===== src/rtl/cpu_pkg.sv =====
// rtl/cpu_pkg.sv - shared CPU datapath types and width constants
package cpu_pkg;

   localparam int DATA_WIDTH = 8;
   localparam int IMM_WIDTH  = 4;

   typedef enum logic [1:0] {
      BSEL_REG  = 2'b00,
      BSEL_IMM  = 2'b01,
      BSEL_SW   = 2'b10,
      BSEL_ZERO = 2'b11
   } bsel_t;

endpackage : cpu_pkg


===== src/rtl/sign_extend.sv =====
// rtl/sign_extend.sv - combinational sign extension from IN_WIDTH to OUT_WIDTH
module sign_extend #(
   parameter int IN_WIDTH  = 4,
   parameter int OUT_WIDTH = 8
) (
   input  logic [IN_WIDTH-1:0]  data_i,
   output logic [OUT_WIDTH-1:0] data_o
);

   // replicate the sign bit into every upper bit
   assign data_o = {{(OUT_WIDTH-IN_WIDTH){data_i[IN_WIDTH-1]}}, data_i};

endmodule : sign_extend


===== src/rtl/b_mux.sv =====
// rtl/b_mux.sv - registered 4:1 operand selector driving the ALU B-bus
module b_mux #(
   parameter int WIDTH     = cpu_pkg::DATA_WIDTH,
   parameter int IMM_WIDTH = cpu_pkg::IMM_WIDTH
) (
   input  logic                 in_clk,
   input  logic                 in_rst_n,
   input  logic [1:0]           B_selMUX,
   input  logic [WIDTH-1:0]     bData,
   input  logic [IMM_WIDTH-1:0] bit_extend,
   input  logic [WIDTH-1:0]     inSwitch,
   output logic [WIDTH-1:0]     bBusMUX
);

   cpu_pkg::bsel_t   sel;
   logic [WIDTH-1:0] imm_ext;
   logic [WIDTH-1:0] bbus_d;
   logic [WIDTH-1:0] bbus_q;

   assign sel = cpu_pkg::bsel_t'(B_selMUX);

   sign_extend #(
      .IN_WIDTH  (IMM_WIDTH),
      .OUT_WIDTH (WIDTH)
   ) u_imm_ext (
      .data_i (bit_extend),
      .data_o (imm_ext)
   );

   // pick exactly one source per select value; every encoding is defined
   always_comb begin
      bbus_d = '0;
      unique case (sel)
         cpu_pkg::BSEL_REG:  bbus_d = bData;
         cpu_pkg::BSEL_IMM:  bbus_d = imm_ext;
         cpu_pkg::BSEL_SW:   bbus_d = inSwitch;
         cpu_pkg::BSEL_ZERO: bbus_d = '0;
         default:            bbus_d = '0;
      endcase
   end

   // hold the operand for a full cycle; reset clears it without waiting for a clock
   always_ff @(posedge in_clk or negedge in_rst_n) begin
      if (!in_rst_n) begin
         bbus_q <= '0;
      end else begin
         bbus_q <= bbus_d;
      end
   end

   assign bBusMUX = bbus_q;

endmodule : b_mux


===== config.mk =====
export PLATFORM = sky130hd
export DESIGN_NAME = b_mux
export DESIGN_NICKNAME = d
export VERILOG_FILES = /design/src/rtl/cpu_pkg.sv /design/src/rtl/sign_extend.sv /design/src/rtl/b_mux.sv
export SDC_FILE = /design/constraint.sdc
export NUM_CORES = 1
export LEC_CHECK = 0
export CORE_AREA = 2 2 39 41
export DETAILED_ROUTE_END_ITERATION = 8
export DIE_AREA = 0 0 41 43
export GPL_TIMING_DRIVEN = 0
export PLACE_DENSITY = 0.74
export SLEW_MARGIN = 20
export SYNTH_ARGS = -nofsm -noshare
export SYNTH_HDL_FRONTEND = slang
export SYNTH_SLANG_ARGS = --single-unit

===== constraint.sdc =====
create_clock -name in_clk -period 0.8 [get_ports in_clk]
set_input_delay 0.08 -clock in_clk [delete_from_list [all_inputs] [get_ports in_clk]]
set_output_delay 0.08 -clock in_clk [all_outputs]
set_load 0.01 [all_outputs]

==> metrics.txt, run 1 <==
drt wl/cell 14.2 um; RSZ-0062 raised after global routing yes; number of routed nets with antenna violations 0; Seq/Total Area, Yosys 0.503; # hold bufs at CTS 0; Area Growth Syn to Fin 76.7%; Worst-Margin Slew 361 ps; Clock Pin Slew Worst Setup and Hold Paths 50 ps; DRT Pass-1 Iters 3; internal power 0.784 mW; Root Buffer clkbuf_4; antenna violations before repair 0; htree depth 1; Num CTS Buffers 3; # nets final 86; routability cong. 0.616; critical path type reg -> out; GRT Overall Usage 0.144; setup violators final 8; Synth Area per Inst 14.2 um^2; Ant. Diodes 0; Starting Density 0.288; crit start category flip-flop; period utilisation layout 1.05; Clock Tree Buf Depth 2; Leak Pwr 0.320 nW; Largest delay share family, worst path flip-flops; synthesized net count 52; max reg flops 8; io pins 32; worst rel slew slack 0.758; worst-path fanout max 1; sequential power share 0.439; vias 373; pin count of the biggest net entering global routing 10; hold slack 34.3 ps; Clock Sink Count 8; cell count after synthesis 28; Worst IR Drop VDD 0.538 mV; final count of pins violating max slew 0; worst-path cell chain buf_6; Gate power share 0.265; switching share of power 0.234; GRT overflow 0; pwr dens 1450 nW/um^2; power consumption 1.02 mW; post-route setup slack -36.6 ps; commonest non-fill, non-tap cell in the layout clkdlybuf4s50_1; setup TNS -163 ps; vias in the first global route 393; Clk network pwr share 0.296; placed instance count 73; commonest cells after routing, fill and taps aside 21 x clkdlybuf4s50_1, 8 x mux2i_1, 8 x o2bb2ai_1, 8 x dfrtp_1, 6 x buf_2; Synth Cell Area 398 um^2; Fin. Hold Viols 0; DRC Markers 0; fin crit period 837 ps; violated checks setup timing; chip width 41 um; worst min path class in -> reg; chip height 43 um; first-pass GRT wire length 1700 um; CP endpoint kind primary output; DIE AREA 1760 um^2; max-cap violation count 0; flops & latches, synth 8; Routed WL 1080 um; slowest CP cell dfrtp_1; CTS tree built; status finished with violations; Non-Filler Instances 76; Req. time, crit path 720 ps; Rows 14; Sw Pwr 0.239 mW; crit path buf inv count 1; Fmax 1200 MHz; initial drt markers 4; Buffers on Ports 29; yosys warns 0; vias per inst 4.91; pre-CTS WS -183 ps; CP max stage delay 380 ps; Critical Path AT 760 ps; distinct cell type count after synthesis 5; layout cells sized above 1 0.250; Core Footprint 1380 um^2; CP startpoint bBusMUX[2]; worst hold start B_selMUX[1]
==> what timing repair did <==
action	4_1_cts	5_1_grt
resized for setup	32	2
pin swaps	0	0
endpoints found under the setup margin	8	8
setup buffers	0	0
gates cloned	0	0
==> synth_stat cells <==
| library cell | count | area, um^2 |
|---|---|---|
| buf_6 | 3 | 33.8 |
| dfrtp_1 | 8 | 200 |
| mux2i_1 | 8 | 80.1 |
| nor2b_4 | 1 | 13.8 |
| o2bb2ai_1 | 8 | 70.1 |
==> final cells by class <==
class | instances | area, um^2
Sequential cell | 8 | 200
Multi-Input combinational cell | 17 | 164
Buffer | 3 | 33.8
Tap cell | 16 | 20.0
Timing Repair Buffer | 29 | 263
Fill cell | 134 | 681
Clock buffer | 3 | 22.5
==> power groups by stage <==
stage          Clock [mW]  Sequential [mW]  Combinational (mW)
2_1_floorplan           0            0.474              0.0834
3_3_place_gp            0            0.454               0.293
3_5_place_dp            0            0.455               0.297
4_1_cts             0.318            0.447               0.266
5_1_grt             0.335            0.452               0.295
6_report            0.302            0.449               0.271
==> final timing paths <==
kind | end | slack [ps] | depth (start not counted)
setup / recovery | bBusMUX[2] | -40 | 1
hold / removal | bBusMUX[2] | 30 | 2
max in group asynchronous | bBusMUX[3] | 430 | 1
min in group asynchronous | bBusMUX[1] | 100 | 1
==> layer usage <==
metal | track usage | share of wire | up-vias
li1 | - | - | 173
met3 | 0.0366 | 0.085 | 4
met5 | 0 | 0 | -
met2 | 0.222 | 0.49 | 16
met4 | 0.100 | 0.024 | 0
met1 | 0.162 | 0.39 | 180
==> kinds of logic (layout without fill, tap and decap cells) <==
family | after synthesis | in the layout | share of synthesized area
AO/OA/AOI/OAI | 8 | 8 | 0.176
multiplexers | 8 | 8 | 0.201
flip-flops | 8 | 8 | 0.503
buffers and inverters | 3 | 35 | 0.0849
AND/OR/NAND/NOR | 1 | 1 | 0.0346
==> through the flow <==
stage	cell area, um^2	utilization
4_1_cts	691	0.499
5_1_grt	703	0.508
2_1_floorplan	398	-
6_report	703	0.508
3_5_place_dp	708	0.512
3_3_place_gp	708	0.512
Power figures use the tool's default switching activity.
==> run 2, diff against run 1 <==
Settings changed: CORE_AREA 2 2 39 41 to default, CORE_MARGIN from default to 2, CORE_UTILIZATION from default to 35, DIE_AREA 0 0 41 43 to default, PLACE_DENSITY 0.74 to 0.8, SYNTH_HIERARCHICAL from default to 1.
==> run 2 against run 1 <==
The run still ends with setup timing left. Routed wire length fell by 6.7%. Largest cell class unchanged. Cell count rose by 3.9%. Maximum frequency fell by 0.50%. Worst setup slack got worse by 4.2 ps.
==> metrics.txt, run 2 <==
io pins 32; hold depth 2; Worst IR Drop VDD 0.768 mV; slowest CP cell dfrtp_1; Final Util 0.571; DRC Markers 0; initial drt markers 0; commonest non-fill, non-tap cell in the layout clkdlybuf4s50_1; CTS tree built; post-route setup slack -40.7 ps; Largest delay share family, worst path flip-flops; period utilisation layout 1.05; CP endpoint kind primary output; GRT Overall Usage 0.159; share of the synthesized area in the top cell type 0.437; number of routed nets with antenna violations 0; worst-path fanout max 1; vias per inst 4.48; synthesized net count 60; crit path buf inv count 1; Clock Sink Count 8; Fin. Hold Viols 0; Req. time, crit path 720 ps; Leak Pwr 0.341 nW; Routed WL 1000 um; # hold bufs at CTS 0; chip height 40.2 um; WP depth 1; max-cap violation count 0; ys async rst share 1.00; post-synthesis mux area share 0.175; pre-CTS WS -130 ps; prevailing post-synth register cell dfrtp_1; violated checks setup timing; Synth Cell Area 458 um^2; DRT Pass-1 Iters 1; first-pass GRT wire length 1550 um; Area Growth Syn to Fin 56.3%; Area contributors post-synth dfrtp_1 44%, mux2i_1 17%, o2bb2ai_1 15%; setup violators final 8; Post-CTS Setup Bufs 0; flops & latches, synth 8; Ant. Diodes 0; critical path type reg -> out; layout cells sized above 1 0.359; commonest cells after routing, fill and taps aside 17 x clkdlybuf4s50_1, 8 x mux2i_1, 8 x o2bb2ai_1, 8 x dfrtp_1, 8 x buf_4; Rows 13; fillcell total 126; Synth Area per Inst 12.7 um^2; Seq/Total Area, Yosys 0.437; routability cong. 0.693; pwr dens 1440 nW/um^2; cell count after synthesis 36; Critical Path AT 760 ps; CP max stage delay 360 ps; Root Buffer clkbuf_4; pin count of the biggest net entering global routing 10; xor and xnor area share after synthesis 0; Resized Gates After CTS 32; crit start category flip-flop; synth cell count leaders 8 x buf_4, 8 x dfrtp_1, 8 x mux2i_1, 8 x o2bb2ai_1, 3 x buf_6; DIE AREA 1610 um^2; vias in the first global route 341; max reg flops 8; status finished with violations; Yosys top cell by area dfrtp_1; Worst-Margin Slew 322 ps; RSZ-0062 raised after global routing yes; GRT overflow 0; Buffers on Ports 25; Synth Area in Adders 0; largest family of logic cells by synthesized area buffers and inverters; distinct cell type count after synthesis 6; antenna violations before repair 0; drt wl/cell 12.7 um; yosys warns 6; fin crit period 841 ps; Multi-input gate area 164 um^2; worst rel slew slack 0.785; vias 354; Fmax 1190 MHz; power consumption 1.03 mW; chip width 40.2 um; Starting Density 0.366; worst min path class in -> reg; Clock Tree Buf Depth 2; simple-gate share of the synthesized area 0.0301; htree depth 1; # nets final 90; worst-path cell chain buf_2; Core Footprint 1250 um^2; register area 200 um^2; Compound-Gate Fraction of Synth Area 0.153; EDFF count, synth 0; Num CTS Buffers 3; Clock Pin Slew Worst Setup and Hold Paths 50 ps; final count of pins violating max slew 0
## run 2: cell count changes after synthesis, sizes merged
cell  change
buf       +8
## run 2: layer usage
metal | track usage | vias up | part of all wire
met3 | 0.0389 | 4 | 0.10
met1 | 0.169 | 153 | 0.37
met2 | 0.266 | 20 | 0.49
met4 | 0.125 | 0 | 0.034
li1 | - | 177 | -
met5 | 0 | - | 0
## run 2: area by class of cell
type	instances	area share
Timing Repair Buffer	25	0.302
Sequential cell	8	0.280
Buffer	11	0.131
Tap cell	15	0.0262
Clock buffer	3	0.0315
Multi-Input combinational cell	17	0.229
## run 2: path summary, 6_finish.rpt
path	start	end	slack (ps)
setup / recovery	bBusMUX[0]	bBusMUX[0]	-40
hold / removal	B_selMUX[1]	bBusMUX[2]	20
max in group asynchronous	in_rst_n	bBusMUX[6]	480
min in group asynchronous	in_rst_n	bBusMUX[2]	80
## run 2: through the flow
stage                     area, um^2  setup TNS [ps]  std cells  hold slack [ps]
final                            716            -194         79             22.5
after global routing             716            -358         79             25.7
after detailed placement         727           -1170         76              291
after global placement           727            -987         76              294
after floorplan                  458               0         36             -216
after CTS                        709            -227         79             20.5
## run 2: logic make-up (layout without fill, tap and decap cells)
logic type	count (synthesis)	after routing
flip-flops	8	8
AO/OA/AOI/OAI	8	8
buffers and inverters	11	39
AND/OR/NAND/NOR	1	1
multiplexers	8	8
## run 2: where the power goes
group	internal, mW	leakage, nW	total [mW]	switching (mW)
combinational	0.176	0.228	0.272	0.0961
sequential	0.439	0.0995	0.447	0.00833
clock	0.172	0.0138	0.313	0.142
